$ cat config.mk
export PLATFORM = sky130hd
export DESIGN_NAME = sobel_sequencer
export DESIGN_NICKNAME = d
export VERILOG_FILES = /design/src/rtl/sobel_sequencer_pkg.sv /design/src/rtl/sobel_addr_gen.sv /design/src/rtl/sobel_sequencer.sv
export SDC_FILE = /design/constraint.sdc
export NUM_CORES = 1
export LEC_CHECK = 0
export CORE_ASPECT_RATIO = 1.4
export CORE_MARGIN = 1
export CORE_UTILIZATION = 34
export DETAILED_ROUTE_END_ITERATION = 10
export PLACE_DENSITY_LB_ADDON = 0.15
export SYNTH_ARGS = -nofsm -noshare
export SYNTH_HDL_FRONTEND = slang
export SYNTH_SLANG_ARGS = --single-unit
$ cat constraint.sdc
create_clock -name clk -period 8.66 [get_ports clk]
set_clock_uncertainty 0.1 [all_clocks]
set_input_delay 1.732 -clock clk [delete_from_list [all_inputs] [get_ports clk]]
set_output_delay 1.732 -clock clk [all_outputs]
set_load 0.005 [all_outputs]
$ cat src/rtl/sobel_sequencer_pkg.sv
// Shared frame definitions: frame geometry defaults, pixel/window sizes and
// the sequencer state encoding, used by the edge sequencer, buffers and VGA read side.
package sobel_sequencer_pkg;

  localparam int IMG_W_DEF  = 150;
  localparam int IMG_H_DEF  = 150;
  localparam int ADDR_W_DEF = 15;
  localparam int PIX_W      = 8;
  localparam int WIN_N      = 9;

  typedef enum logic [2:0] {
    IDLE,
    FETCH,
    WAIT,
    EVAL,
    WRITE
  } state_e;

endpackage

$ cat src/rtl/sobel_addr_gen.sv
// Window address generator: maps target (i,j) and window tap k to the
// grayscale buffer address, and (i,j) to the target address.
module sobel_addr_gen
  import sobel_sequencer_pkg::*;
#(
  parameter int IMG_W  = IMG_W_DEF,
  parameter int ADDR_W = ADDR_W_DEF
) (
  input  logic [ADDR_W-1:0] i_i,
  input  logic [ADDR_W-1:0] j_i,
  input  logic [3:0]        k_i,
  output logic [ADDR_W-1:0] win_addr_o,
  output logic [ADDR_W-1:0] tgt_addr_o
);

  localparam logic [ADDR_W-1:0] W = ADDR_W'(IMG_W);

  logic [1:0]        row_off;
  logic [1:0]        col_off;
  logic [ADDR_W-1:0] row;
  logic [ADDR_W-1:0] col;

  // k/3 and k%3 without a divider; taps beyond 8 never reach the output register.
  always_comb begin
    row_off = 2'd0;
    col_off = 2'd0;
    case (k_i)
      4'd1: col_off = 2'd1;
      4'd2: col_off = 2'd2;
      4'd3: row_off = 2'd1;
      4'd4: begin row_off = 2'd1; col_off = 2'd1; end
      4'd5: begin row_off = 2'd1; col_off = 2'd2; end
      4'd6: row_off = 2'd2;
      4'd7: begin row_off = 2'd2; col_off = 2'd1; end
      4'd8: begin row_off = 2'd2; col_off = 2'd2; end
      default: begin row_off = 2'd0; col_off = 2'd0; end
    endcase
  end

  assign row        = i_i + ADDR_W'(row_off) - ADDR_W'(1);
  assign col        = j_i + ADDR_W'(col_off) - ADDR_W'(1);
  assign win_addr_o = row * W + col;
  assign tgt_addr_o = i_i * W + j_i;

endmodule

$ cat src/rtl/sobel_sequencer.sv
// Edge-detection pass sequencer: walks every target pixel, fetches its 3x3
// window for interior targets, thresholds the Sobel result and writes one edge bit.
module sobel_sequencer
  import sobel_sequencer_pkg::*;
#(
  parameter int IMG_W  = IMG_W_DEF,
  parameter int IMG_H  = IMG_H_DEF,
  parameter int ADDR_W = ADDR_W_DEF
) (
  input  logic                     clk,
  input  logic                     rst_n,
  input  logic                     start,
  input  logic                     abort,
  input  logic [PIX_W-1:0]         threshold,
  output logic [ADDR_W-1:0]        rd_addr_a,
  input  logic [PIX_W-1:0]         rd_data_a,
  output logic [PIX_W*WIN_N-1:0]   win_pix,
  input  logic [PIX_W-1:0]         sobel_in,
  output logic                     wr_en_b,
  output logic [ADDR_W-1:0]        wr_addr_b,
  output logic                     wr_data_b,
  output logic                     busy,
  output logic                     done
);

  localparam logic [ADDR_W-1:0] LAST_I = ADDR_W'(IMG_H - 1);
  localparam logic [ADDR_W-1:0] LAST_J = ADDR_W'(IMG_W - 1);
  localparam logic [3:0]        K_LAST = 4'(WIN_N - 1);

  state_e            state_q;
  logic [ADDR_W-1:0] i_q, j_q;
  logic [ADDR_W-1:0] i_d, j_d;
  logic [ADDR_W-1:0] tgt_i, tgt_j;
  logic [ADDR_W-1:0] win_addr, tgt_addr;
  logic [3:0]        k_q, k_gen;
  logic              tgt_border, last_tgt, enter_tgt;
  logic              busy_q, done_q, wr_en_q, wr_data_q;
  logic [ADDR_W-1:0] rd_addr_q, wr_addr_q;
  logic [PIX_W-1:0]  p_q [WIN_N];

  // tgt_* is the target being entered this cycle: (0,0) from IDLE, the
  // successor from WRITE, otherwise the current target.
  always_comb begin
    i_d   = (j_q == LAST_J) ? i_q + ADDR_W'(1) : i_q;
    j_d   = (j_q == LAST_J) ? '0 : j_q + ADDR_W'(1);
    tgt_i = i_q;
    tgt_j = j_q;
    case (state_q)
      IDLE:    begin tgt_i = '0;  tgt_j = '0;  end
      WRITE:   begin tgt_i = i_d; tgt_j = j_d; end
      default: begin tgt_i = i_q; tgt_j = j_q; end
    endcase
    k_gen      = (state_q == FETCH) ? k_q + 4'd1 : 4'd0;
    tgt_border = (tgt_i == '0) || (tgt_i == LAST_I) || (tgt_j == '0) || (tgt_j == LAST_J);
    last_tgt   = (i_q == LAST_I) && (j_q == LAST_J);
    enter_tgt  = ((state_q == IDLE) && start) || ((state_q == WRITE) && !last_tgt);
  end

  sobel_addr_gen #(
    .IMG_W  (IMG_W),
    .ADDR_W (ADDR_W)
  ) u_addr_gen (
    .i_i        (tgt_i),
    .j_i        (tgt_j),
    .k_i        (k_gen),
    .win_addr_o (win_addr),
    .tgt_addr_o (tgt_addr)
  );

  always_ff @(posedge clk or negedge rst_n) begin
    if (!rst_n) begin
      state_q   <= IDLE;
      i_q       <= '0;
      j_q       <= '0;
      k_q       <= '0;
      busy_q    <= 1'b0;
      done_q    <= 1'b0;
      wr_en_q   <= 1'b0;
      wr_data_q <= 1'b0;
      rd_addr_q <= '0;
      wr_addr_q <= '0;
      for (int n = 0; n < WIN_N; n++) p_q[n] <= '0;
    end else begin
      done_q  <= 1'b0;
      wr_en_q <= 1'b0;
      if (abort) begin
        state_q <= IDLE;
        busy_q  <= 1'b0;
        k_q     <= '0;
      end else begin
        case (state_q)
          IDLE: busy_q <= start;
          FETCH: begin
            // Read data lags its address by one cycle, so tap k-1 lands now.
            if (k_q != 4'd0) p_q[k_q - 4'd1] <= rd_data_a;
            if (k_q == K_LAST) begin
              state_q <= WAIT;
            end else begin
              k_q       <= k_gen;
              rd_addr_q <= win_addr;
            end
          end
          WAIT: begin
            p_q[WIN_N-1] <= rd_data_a;
            state_q      <= EVAL;
          end
          EVAL: begin
            wr_data_q <= (sobel_in >= threshold);
            wr_en_q   <= 1'b1;
            wr_addr_q <= tgt_addr;
            state_q   <= WRITE;
          end
          WRITE: begin
            if (last_tgt) begin
              state_q <= IDLE;
              busy_q  <= 1'b0;
              done_q  <= 1'b1;
            end
          end
          default: state_q <= IDLE;
        endcase

        if (enter_tgt) begin
          i_q <= tgt_i;
          j_q <= tgt_j;
          if (tgt_border) begin
            state_q   <= WRITE;
            wr_en_q   <= 1'b1;
            wr_addr_q <= tgt_addr;
            wr_data_q <= 1'b0;
          end else begin
            state_q   <= FETCH;
            k_q       <= 4'd0;
            rd_addr_q <= win_addr;
          end
        end
      end
    end
  end

  for (genvar gi = 0; gi < WIN_N; gi++) begin : g_win
    assign win_pix[PIX_W*gi +: PIX_W] = p_q[gi];
  end

  assign rd_addr_a = rd_addr_q;
  assign wr_en_b   = wr_en_q & ~abort;
  assign wr_addr_b = wr_addr_q;
  assign wr_data_b = wr_data_q;
  assign busy      = busy_q;
  assign done      = done_q;

endmodule

==> out/metrics.cfg, run 1 <==
[sta]
hold_viol_final=0
period_share_pct=94.8
setup_viol=0
min_period_ns=8.21
worst_pin_slew_ns=1.03
clock.fmax_ghz=0.122
drv_slew=0
slew_headroom_pct=31.2
setup_slack_ns=0.451
fin_hold_ws_ns=0.394
tns_ns=0
grt_setup_unrepaired=false

[placed_design]
pre_cts_ws_ns=-0.00320
place_area_sq_um=13800
dp_hpwl_microns=25300
numPortBuffers=133
gp_congestion=0.878

[global_routing]
grt_max_degree=73
grt_pass1_vias=9198
grt_pass1_wl_microns=50600
antenna_found_initial=0
grtUsageTotal_pct=19.4
overflow=0

[synthesis]
synthFlopType=dfrtp_1
synth_area_leader_cell=dfrtp_1
synth_cell_types=70
synth_seq_area_share_pct=30.8
yosysMostFrequentCell=inv_1
synth_top_area_share_pct=30.8
synth_edf_count=0
postSynth.asyncResetShare_pct=100
syn_area_per_cell_sq_um=9.54
synth_area_sq_um=11600
syn_inst=1216
yosys_warnings=0
synth_area_leaders=dfrtp_1 31%, ha_1 16%, mux2_2 9.9%
ys_top_cells_by_count=175 x inv_1, 150 x ha_1, 143 x dfrtp_1
yosys_register_bits=143
syn_nets=1427

[routing]
viasPerCell=4.90
drcViolationCount=0
firstDrtPassIters=4
vias=9045
routed_wirelength_microns=31900
post_drt_wl_per_cell_microns=17.3
final_antenna_net_count=0
drtIter0Drc=300

[run_status]
status=finished clean

[cts]
cts.path.max_buffers=2
cts_tree=yes
cts.htree.levels=4
clockRootBuffer=clkbuf_16
numCtsBuffers=17
numClockSinks=143
clkLatencyLatePin_ns=0.46
clk_pin_slew_ns=0.07

[worst_setup_path]
reg2reg_depth=34
cp-start-kind=flop
slowest_delay_ns=0.53
required_ns=8.89
crit_path_end_kind=flop
path_buf_inv=4
crit_arrival_ns=8.44
worstSetupPathType=reg2reg
cp.depth=34
cpMostUsedCell=ha_1
cpMaxStageDelayCell=fa_1
critical_path_peak_fanout=5
path_delay_family=adder cells

[finish]
fillers=3324
final_net_count=1598
final_util_pct=43.5
seq_area_sq_um=3580
area_growth_pct=25.4
multi_input_area_sq_um=7350
finish.instance_area_sq_um=14500
n_antenna_cell=0
layout-drive-gt1-share_pct=16.7

[floorplan]
die_w_microns=158
dieArea_sq_um=34900
ioPinCount=134
die_y_microns=221
initial_core_util_pct=34.7
rows=79
core_sq_um=33400

[pwr]
ir_worst_vdd_mv=0.173
p_per_area_nw_per_um2=115
switching_power_uw=472
p_comb_share_pct=11.3
power.share.clock_pct=45.7
swShare_pct=28.2
p_seq_share_pct=43.0
power.internal_mw=1.20
p_leak_nw=7.46

[min_path]
holdPathStages=1
hp-class=reg2reg

[run]
maxCapViolCount=0

layout make-up:
cell class                      instances  share of cell area [%]
Clock buffer                           17                    2.92
Clock inverter                         15                    1.28
Multi-Input combinational cell        856                    50.5
Tap cell                              445                    3.83
Inverter                              175                    4.52
Timing Repair Buffer                  194                    12.3
Sequential cell                       143                    24.6
path summary, 6_finish.rpt:
check / slack, ns / to / from
min: 0.39 / wr_data_b / wr_data_b
min reg2reg: 0.39 / wr_data_b / wr_data_b
min in group asynchronous: 1.20 / win_pix[35] / rst_n
max in group asynchronous: 5.84 / wr_addr_b[13] / rst_n
max reg2reg: 0.45 / rd_addr_a[14] / j_q[3]
max: 0.45 / rd_addr_a[14] / j_q[3]
power groups by stage:
stage / Combinational (mW) / Clock [mW] / Sequential, mW
after floorplan: 0.0630 / 0 / 0.737
after global placement: 0.192 / 0 / 0.733
after detailed placement: 0.192 / 0 / 0.735
after CTS: 0.193 / 0.792 / 0.722
after global routing: 0.208 / 0.816 / 0.725
final: 0.189 / 0.766 / 0.721
timing repair:
item / CTS / global route
endpoints found under the setup margin: 1 / 1
pin swaps: 2 / 17
hold buffers: 0 / 0
setup buffers: 1 / 3
resized for setup: 4 / 24
flip-flops by register name, summed over array words and instances, names as in the netlist:
| signal | count |
|---|---|
| done | 1 |
| busy | 1 |
| k_q | 4 |
| wr_en_q | 1 |
| wr_addr_b | 15 |
| rd_addr_a | 15 |
| win_pix | 72 |
| i_q | 15 |
| state_q | 3 |
| wr_data_b | 1 |
| j_q | 15 |
through the flow:
stage                     cells  total power [mW]
after floorplan            1216             0.800
after CTS                  1842              1.71
after detailed placement   1809             0.927
after global routing       1845              1.75
after global placement     1809             0.924
final                      1845              1.68
placed cells by master, fill, tap and decap left out, types with 5 or more instances in the layout:
cell type / instances
clkinv_8: 5
nand4_1: 13
ha_4: 6
buf_4: 61
clkdlybuf4s50_1: 132
or2_2: 8
dfrtp_1: 143
o21a_1: 6
and3_1: 15
a21oi_1: 50
o21ai_0: 61
or3_1: 9
nand2b_1: 14
clkbuf_16: 17
a22oi_1: 5
nor3_1: 18
xnor2_1: 54
mux2_2: 102
nor2b_1: 16
xor2_1: 28
nand3_1: 22
fa_1: 32
inv_1: 175
nor2_1: 49
a211o_1: 5
a21o_1: 15
a31oi_1: 9
ha_1: 142
nand2_1: 77
nor4_1: 11
metal layers:
layer / share of wire [%] / up-vias / GRT usage (%)
met5: 0 / - / 0
li1: - / 4478 / -
met2: 53 / 176 / 35.7
met1: 38 / 4348 / 20.5
met3: 4.7 / 43 / 4.52
met4: 3.9 / 0 / 9.26
cells by family (layout without fill, tap and decap cells):
kind of cell / Yosys count / in the layout / share of synthesized area [%]
and+or+nand+nor: 284 / 284 / 12.6
buffers and inverters: 217 / 401 / 7.13
xor gates and xnor gates: 87 / 87 / 6.92
DFF: 143 / 143 / 30.8
adders and majority gates: 183 / 183 / 21.9
muxes: 105 / 105 / 10.2
AOI/OAI and AO/OA: 197 / 197 / 10.5
No activity file was read; power rests on OpenSTA's default activity.
==> run 2, diff against run 1 <==
--- a/config.mk
+++ b/config.mk
@@ -9,6 +9,8 @@
 export CORE_MARGIN = 1
 export CORE_UTILIZATION = 34
 export DETAILED_ROUTE_END_ITERATION = 10
+export DONT_BUFFER_PORTS = 1
+export MAX_ROUTING_LAYER = met4
 export PLACE_DENSITY_LB_ADDON = 0.15
 export SYNTH_ARGS = -nofsm -noshare
 export SYNTH_HDL_FRONTEND = slang
==> run 2 against run 1 <==
Register-to-register slack got worse by 0.04 ns. Die area is the same. Sequential cell count unchanged. Power shrank 4.7%. Critical path depth increased by 1. Critical endpoint unchanged. Final cell count down 7.5%.
==> out/metrics.cfg, run 2 (same netlist as run 1, synthesis figures left out) <==
[global_routing]
grt_pass1_wl_microns=48500  ; was 50600 microns
antenna_found_initial=0  ; unchanged
grtUsageTotal_pct=19.1  ; was 19.4%
overflow=0  ; unchanged
grt_max_degree=144  ; was 73
grt_pass1_vias=8692  ; was 9198

[floorplan]
rows=79  ; unchanged
die_w_microns=158  ; unchanged
initial_core_util_pct=34.7  ; unchanged
die_y_microns=221  ; unchanged
core_sq_um=33400  ; unchanged
ioPinCount=134  ; unchanged
dieArea_sq_um=34900  ; unchanged

[routing]
vias=8605  ; was 9045
drcViolationCount=0  ; unchanged
firstDrtPassIters=5  ; was 4
drtIter0Drc=325  ; was 300
final_antenna_net_count=0  ; unchanged
post_drt_wl_per_cell_microns=18.0  ; was 17.3 microns
viasPerCell=5.04  ; was 4.90
routed_wirelength_microns=30700  ; was 31900 microns

[placed_design]
numPortBuffers=0  ; was 133
gp_congestion=0.875  ; was 0.878
dp_hpwl_microns=24300  ; was 25300 microns

[run_status]
status=finished clean  ; unchanged

[finish]
multi_input_area_sq_um=7400  ; was 7350 sq um
area_growth_pct=14.0  ; was 25.4%
fillers=3420  ; was 3324
seq_area_sq_um=3580  ; unchanged
n_antenna_cell=0  ; unchanged
final_net_count=1460  ; was 1598
layout-drive-gt1-share_pct=18.4  ; was 16.7%
final_cell_mix=175 x inv_1, 143 x dfrtp_1, 141 x ha_1  ; was 175 x inv_1, 143 x dfrtp_1, 142 x ha_1
largest_register_ffs=72  ; unchanged
layout.cells.most_common=inv_1  ; unchanged

[run]
maxCapViolCount=0  ; unchanged

[worst_setup_path]
cpMaxStageDelayCell=fa_1  ; unchanged
crit_path_end_kind=flop  ; unchanged
slowest_delay_ns=0.53  ; about the same
crit_arrival_ns=8.47  ; was 8.44 ns
cp-start-kind=flop  ; unchanged
required_ns=8.89  ; about the same
critical_path_peak_fanout=5  ; unchanged
worstSetupPathType=reg2reg  ; unchanged

[cts]
cts.path.max_buffers=2  ; unchanged
clockRootBuffer=clkbuf_16  ; unchanged
clk_pin_slew_ns=0.07  ; about the same
cts.htree.levels=4  ; unchanged
clkLatencyLatePin_ns=0.44  ; was 0.46 ns
hold_buffers=0  ; unchanged
numCtsBuffers=17  ; unchanged
numClockSinks=143  ; unchanged
cts_tree=yes  ; unchanged

[pwr]
p_leak_nw=6.96  ; was 7.46 nW
finalPower_mw=1.60  ; was 1.68 mW
p_seq_share_pct=45.9  ; was 43.0%
p_comb_share_pct=5.1  ; was 11.3%
p_per_area_nw_per_um2=121  ; was 115 nW/um^2
switching_power_uw=413  ; was 472 uW
ir_worst_vdd_mv=0.182  ; was 0.173 mV
power.internal_mw=1.19  ; was 1.20 mW
power.share.clock_pct=49.0  ; was 45.7%
swShare_pct=25.8  ; was 28.2%

[sta]
setup_viol=0  ; unchanged
clock.fmax_ghz=0.121  ; was 0.122 GHz
period_share_pct=95.2  ; was 94.8%
min_period_ns=8.25  ; was 8.21 ns
tns_ns=0  ; unchanged
slew_headroom_pct=33.0  ; was 31.2%
fin_hold_ws_ns=0.436  ; was 0.394 ns
drv_slew=0  ; unchanged
hold_viol_final=0  ; unchanged
worst_pin_slew_ns=1.00  ; was 1.03 ns

[min_path]
hp-class=reg2reg  ; unchanged

## run 2: changes by cell type in the layout (fill, tap and decap cells not counted), sizes merged
cell / delta
bufinv: +2
clkdlybuf4s50: -132
clkinv: -3
buf: -6
clkinvlp: +2
inv: -1
## run 2: stage by stage
| stage | utilization (%) | setup slack (ns) | cell area (sq um) | std cells |
|---|---|---|---|---|
| finish | 39.6 | 0.415 | 13200 | 1707 |
| detailed placement | 37.1 | -0.00679 | 12400 | 1674 |
| global route | 39.6 | -0.0197 | 13200 | 1707 |
| CTS | 39.0 | 0.0129 | 13000 | 1706 |
| floorplan | - | 0.0604 | 11600 | 1216 |
| global placement | 37.1 | 0.0824 | 12400 | 1674 |
## run 2: layout make-up
| cell class | count | area share, % |
|---|---|---|
| multi-input cells | 856 | 55.9 |
| flip-flops and latches | 143 | 27.1 |
| inverters | 175 | 4.97 |
| well taps | 445 | 4.21 |
| clock buffers | 17 | 3.22 |
| repair buffers | 56 | 3.18 |
| clock inverters | 15 | 1.47 |
## run 2: worst paths after layout
kind,startpoint,endpoint,slack (ns),cells past startpoint
min in group asynchronous,rst_n,rd_addr_a[2],0.88,0
setup reg to reg,j_q[3],rd_addr_a[14],0.41,35
setup / recovery,j_q[3],rd_addr_a[14],0.41,35
hold reg to reg,rd_addr_a[10],rd_addr_a[10],0.44,1
hold / removal,rd_addr_a[10],rd_addr_a[10],0.44,1
max in group asynchronous,rst_n,i_q[11],7.30,0
## run 2: power groups by stage
stage	registers, mW	logic [mW]	clock network [mW]
4_1_cts	0.734	0.0822	0.807
5_1_grt	0.738	0.0917	0.833
6_report	0.733	0.0822	0.783
3_3_place_gp	0.746	0.0801	0
3_5_place_dp	0.747	0.0816	0
2_1_floorplan	0.737	0.0630	0
## run 2: timing repair
item / in CTS / in global routing
buffers inserted: 0 / 1
endpoints found under the setup margin: 1 / 1
pin swaps: 2 / 26
gates resized for setup: 2 / 33
## run 2: worst max-delay path, delay by kind of cell, from the launching register on
family,cells,cell delay [ns]
adder cells (fa/ha/maj),10,3.25
AND/OR/NAND/NOR,7,1.77
AO/OA/AOI/OAI,9,1.29
XOR/XNOR,4,0.85
flip-flops,1,0.38
multiplexers,1,0.26
buffers and inverters,4,0.20
## run 2: metal layers
layer  part of all wire, %  up-vias  routed length (microns)  track usage, %
met5                     0        -                        0               -
met1                    39     4173                    11900            20.1
met4                   2.9        0                      876            7.37
met2                    54      176                    16600            34.9
met3                   4.4       41                     1340            3.68
li1                      -     4215                        -               -
==> run 3, diff against run 2 <==
--- a/config.mk
+++ b/config.mk
@@ -11,7 +11,7 @@
 export DETAILED_ROUTE_END_ITERATION = 10
 export DONT_BUFFER_PORTS = 1
 export MAX_ROUTING_LAYER = met4
-export PLACE_DENSITY_LB_ADDON = 0.15
+export SKIP_CTS_REPAIR_TIMING = 1
 export SYNTH_ARGS = -nofsm -noshare
 export SYNTH_HDL_FRONTEND = slang
 export SYNTH_SLANG_ARGS = --single-unit
==> run 3 against run 2 <==
Sequential cell count stayed put. Via count is 1.2% higher. Worst hold slack worse by 0.0068 ns. Non-clock buffer count is 1 lower. Die area stayed put. Combinational power is 0.5% lower. Clock-buffer cell count stayed put. Largest cell class unchanged. Highest routed layer unchanged.
==> out/metrics.cfg, run 3 (same netlist as run 1, synthesis figures left out) <==
[routing]
drtIter0Drc=362  ; was 325
routed_wirelength_microns=29800  ; was 30700 microns
post_drt_wl_per_cell_microns=17.4  ; was 18.0 microns
drcViolationCount=0  ; unchanged
viasPerCell=5.10  ; was 5.04
vias=8707  ; was 8605
final_antenna_net_count=0  ; unchanged
firstDrtPassIters=5  ; unchanged

[worst_setup_path]
crit_arrival_ns=8.51  ; was 8.47 ns
cpMaxStageDelayCell=fa_1  ; unchanged
reg2reg_depth=34  ; was 35
r2r_end=rd_addr_a[14]  ; unchanged
regToRegStartpoint=j_q[3]  ; unchanged
crit_path_end_kind=flop  ; unchanged
slowest_delay_ns=0.53  ; about the same
cp-start-kind=flop  ; unchanged
critical_path_peak_fanout=5  ; unchanged
reg2reg_setup_slack_ns=0.37  ; was 0.41 ns
worstSetupPathType=reg2reg  ; unchanged
required_ns=8.89  ; about the same

[min_path]
worstHoldStart=i_q[14]  ; was rd_addr_a[10]
holdPathStages=1  ; unchanged
hp-class=reg2reg  ; unchanged
min_to=i_q[14]  ; was rd_addr_a[10]

[sta]
min_period_ns=8.29  ; was 8.25 ns
slew_headroom_pct=34.8  ; was 33.0%
hold_viol_final=0  ; unchanged
setup_slack_ns=0.374  ; was 0.415 ns
clock.fmax_ghz=0.121  ; about the same
worst_pin_slew_ns=0.979  ; was 1.00 ns
drv_slew=0  ; unchanged
period_share_pct=95.7  ; was 95.2%
setup_viol=0  ; unchanged

[placed_design]
gp_congestion=0.873  ; was 0.875
dpl.cell_count=1672  ; was 1674
numPortBuffers=0  ; unchanged
dp_hpwl_microns=23400  ; was 24300 microns
pre_cts_ws_ns=0.00979  ; was -0.00679 ns

[global_routing]
grt_max_degree=144  ; unchanged
grt_pass1_vias=8703  ; was 8692
antenna_found_initial=0  ; unchanged
overflow=0  ; unchanged
grtUsageTotal_pct=18.3  ; was 19.1%
grt_pass1_wl_microns=46600  ; was 48500 microns

[floorplan]
rows=79  ; unchanged
ioPinCount=134  ; unchanged
core_sq_um=33400  ; unchanged
die_y_microns=221  ; unchanged
initial_core_util_pct=34.7  ; unchanged
dieArea_sq_um=34900  ; unchanged
die_w_microns=158  ; unchanged

[pwr]
power.internal_mw=1.14  ; was 1.19 mW
ir_worst_vdd_mv=0.219  ; was 0.182 mV
p_seq_share_pct=46.5  ; was 45.9%
power.share.clock_pct=48.3  ; was 49.0%
p_comb_share_pct=5.2  ; was 5.1%
swShare_pct=27.9  ; was 25.8%
switching_power_uw=441  ; was 413 uW
p_leak_nw=6.96  ; about the same
p_per_area_nw_per_um2=120  ; was 121 nW/um^2

[finish]
largest_register_ffs=72  ; unchanged
layout-drive-gt1-share_pct=17.8  ; was 18.4%
final_cell_mix=175 x inv_1, 143 x dfrtp_1, 142 x ha_1  ; was 175 x inv_1, 143 x dfrtp_1, 141 x ha_1
final_util_pct=39.4  ; was 39.6%
area_growth_pct=13.5  ; was 14.0%
fillers=3392  ; was 3420
final_cells=1706  ; was 1707
final_net_count=1459  ; was 1460
n_antenna_cell=0  ; unchanged
layout.cells.most_common=inv_1  ; unchanged

[cts]
cts.htree.levels=4  ; unchanged
numClockSinks=143  ; unchanged
cts.path.max_buffers=2  ; unchanged
clockRootBuffer=clkbuf_16  ; unchanged
clkLatencyLatePin_ns=0.45  ; was 0.44 ns
clk_pin_slew_ns=0.07  ; about the same
cts_tree=yes  ; unchanged
numCtsBuffers=17  ; unchanged

[run]
maxCapViolCount=0  ; unchanged

[run_status]
status=finished clean  ; unchanged

## run 3: cell count changes in the layout (fill, tap and decap cells not counted), moves of 2 or more
cell	before	now
xnor2_2	1	3
nor2_2	3	1
nor2_1	49	51
inv_8	3	5
inv_6	5	2
clkinv_8	2	5
bufinv_16	2	0
## run 3: metal layers
metal	routed length (microns)	part of all wire [%]	global-route usage, %	vias up
li1	-	-	-	4206
met3	1450	4.9	4.21	49
met2	15400	52	31.8	195
met4	1240	4.2	9.26	0
met1	11600	39	19.2	4257
met5	0	0	-	-
## run 3: worst max-delay path: cells and delay by family, from the launching register on
kind                     cells  cell delay, ns
adder cells (fa/ha/maj)     10            3.26
AND/OR/NAND/NOR              6            1.82
AO/OA/AOI/OAI                9            1.30
XOR/XNOR                     4            0.81
flip-flops                   1            0.39
multiplexers                 1            0.27
buffers and inverters        4            0.19
## run 3: worst max path at each step
stage	end	slack, ns	from	cells past startpoint
finish	rd_addr_a[14]	0.37	j_q[3]	34
global route	rd_addr_a[14]	-0.04	j_q[3]	34
CTS	rd_addr_a[14]	-0.05	j_q[3]	37
detailed placement	rd_addr_a[14]	0.01	j_q[3]	34
global placement	rd_addr_a[14]	0.09	j_q[3]	34
floorplan	rd_addr_a[14]	0.06	state_q[0]	36
## run 3: power groups by stage
stage	Sequential, mW	Combinational [mW]	Clock [mW]
3_5_place_dp	0.749	0.0818	0
4_1_cts	0.736	0.0826	0.782
6_report	0.735	0.0818	0.763
2_1_floorplan	0.737	0.0630	0
5_1_grt	0.741	0.0918	0.807
3_3_place_gp	0.749	0.0795	0
## run 3: cell type report
class                           instances  area [sq um]  area share (%)
Multi-Input combinational cell        856          7350            55.8
Clock inverter                         15           188            1.43
Sequential cell                       143          3580            27.2
Timing Repair Buffer                   55           413            3.14
Tap cell                              445           557            4.23
Clock buffer                           17           425            3.23
Inverter                              175           657            4.99
## run 3: through the flow
| stage | hold WS [ns] | setup TNS, ns | total power, mW | cell area (sq um) |
|---|---|---|---|---|
| 2_1_floorplan | 0.379 | 0 | 0.800 | 11600 |
| 3_3_place_gp | 0.417 | 0 | 0.828 | 12400 |
| 3_5_place_dp | 0.418 | 0 | 0.831 | 12400 |
| 4_1_cts | 0.428 | -0.0482 | 1.60 | 13000 |
| 5_1_grt | 0.450 | -0.0388 | 1.64 | 13200 |
| 6_report | 0.430 | 0 | 1.58 | 13200 |
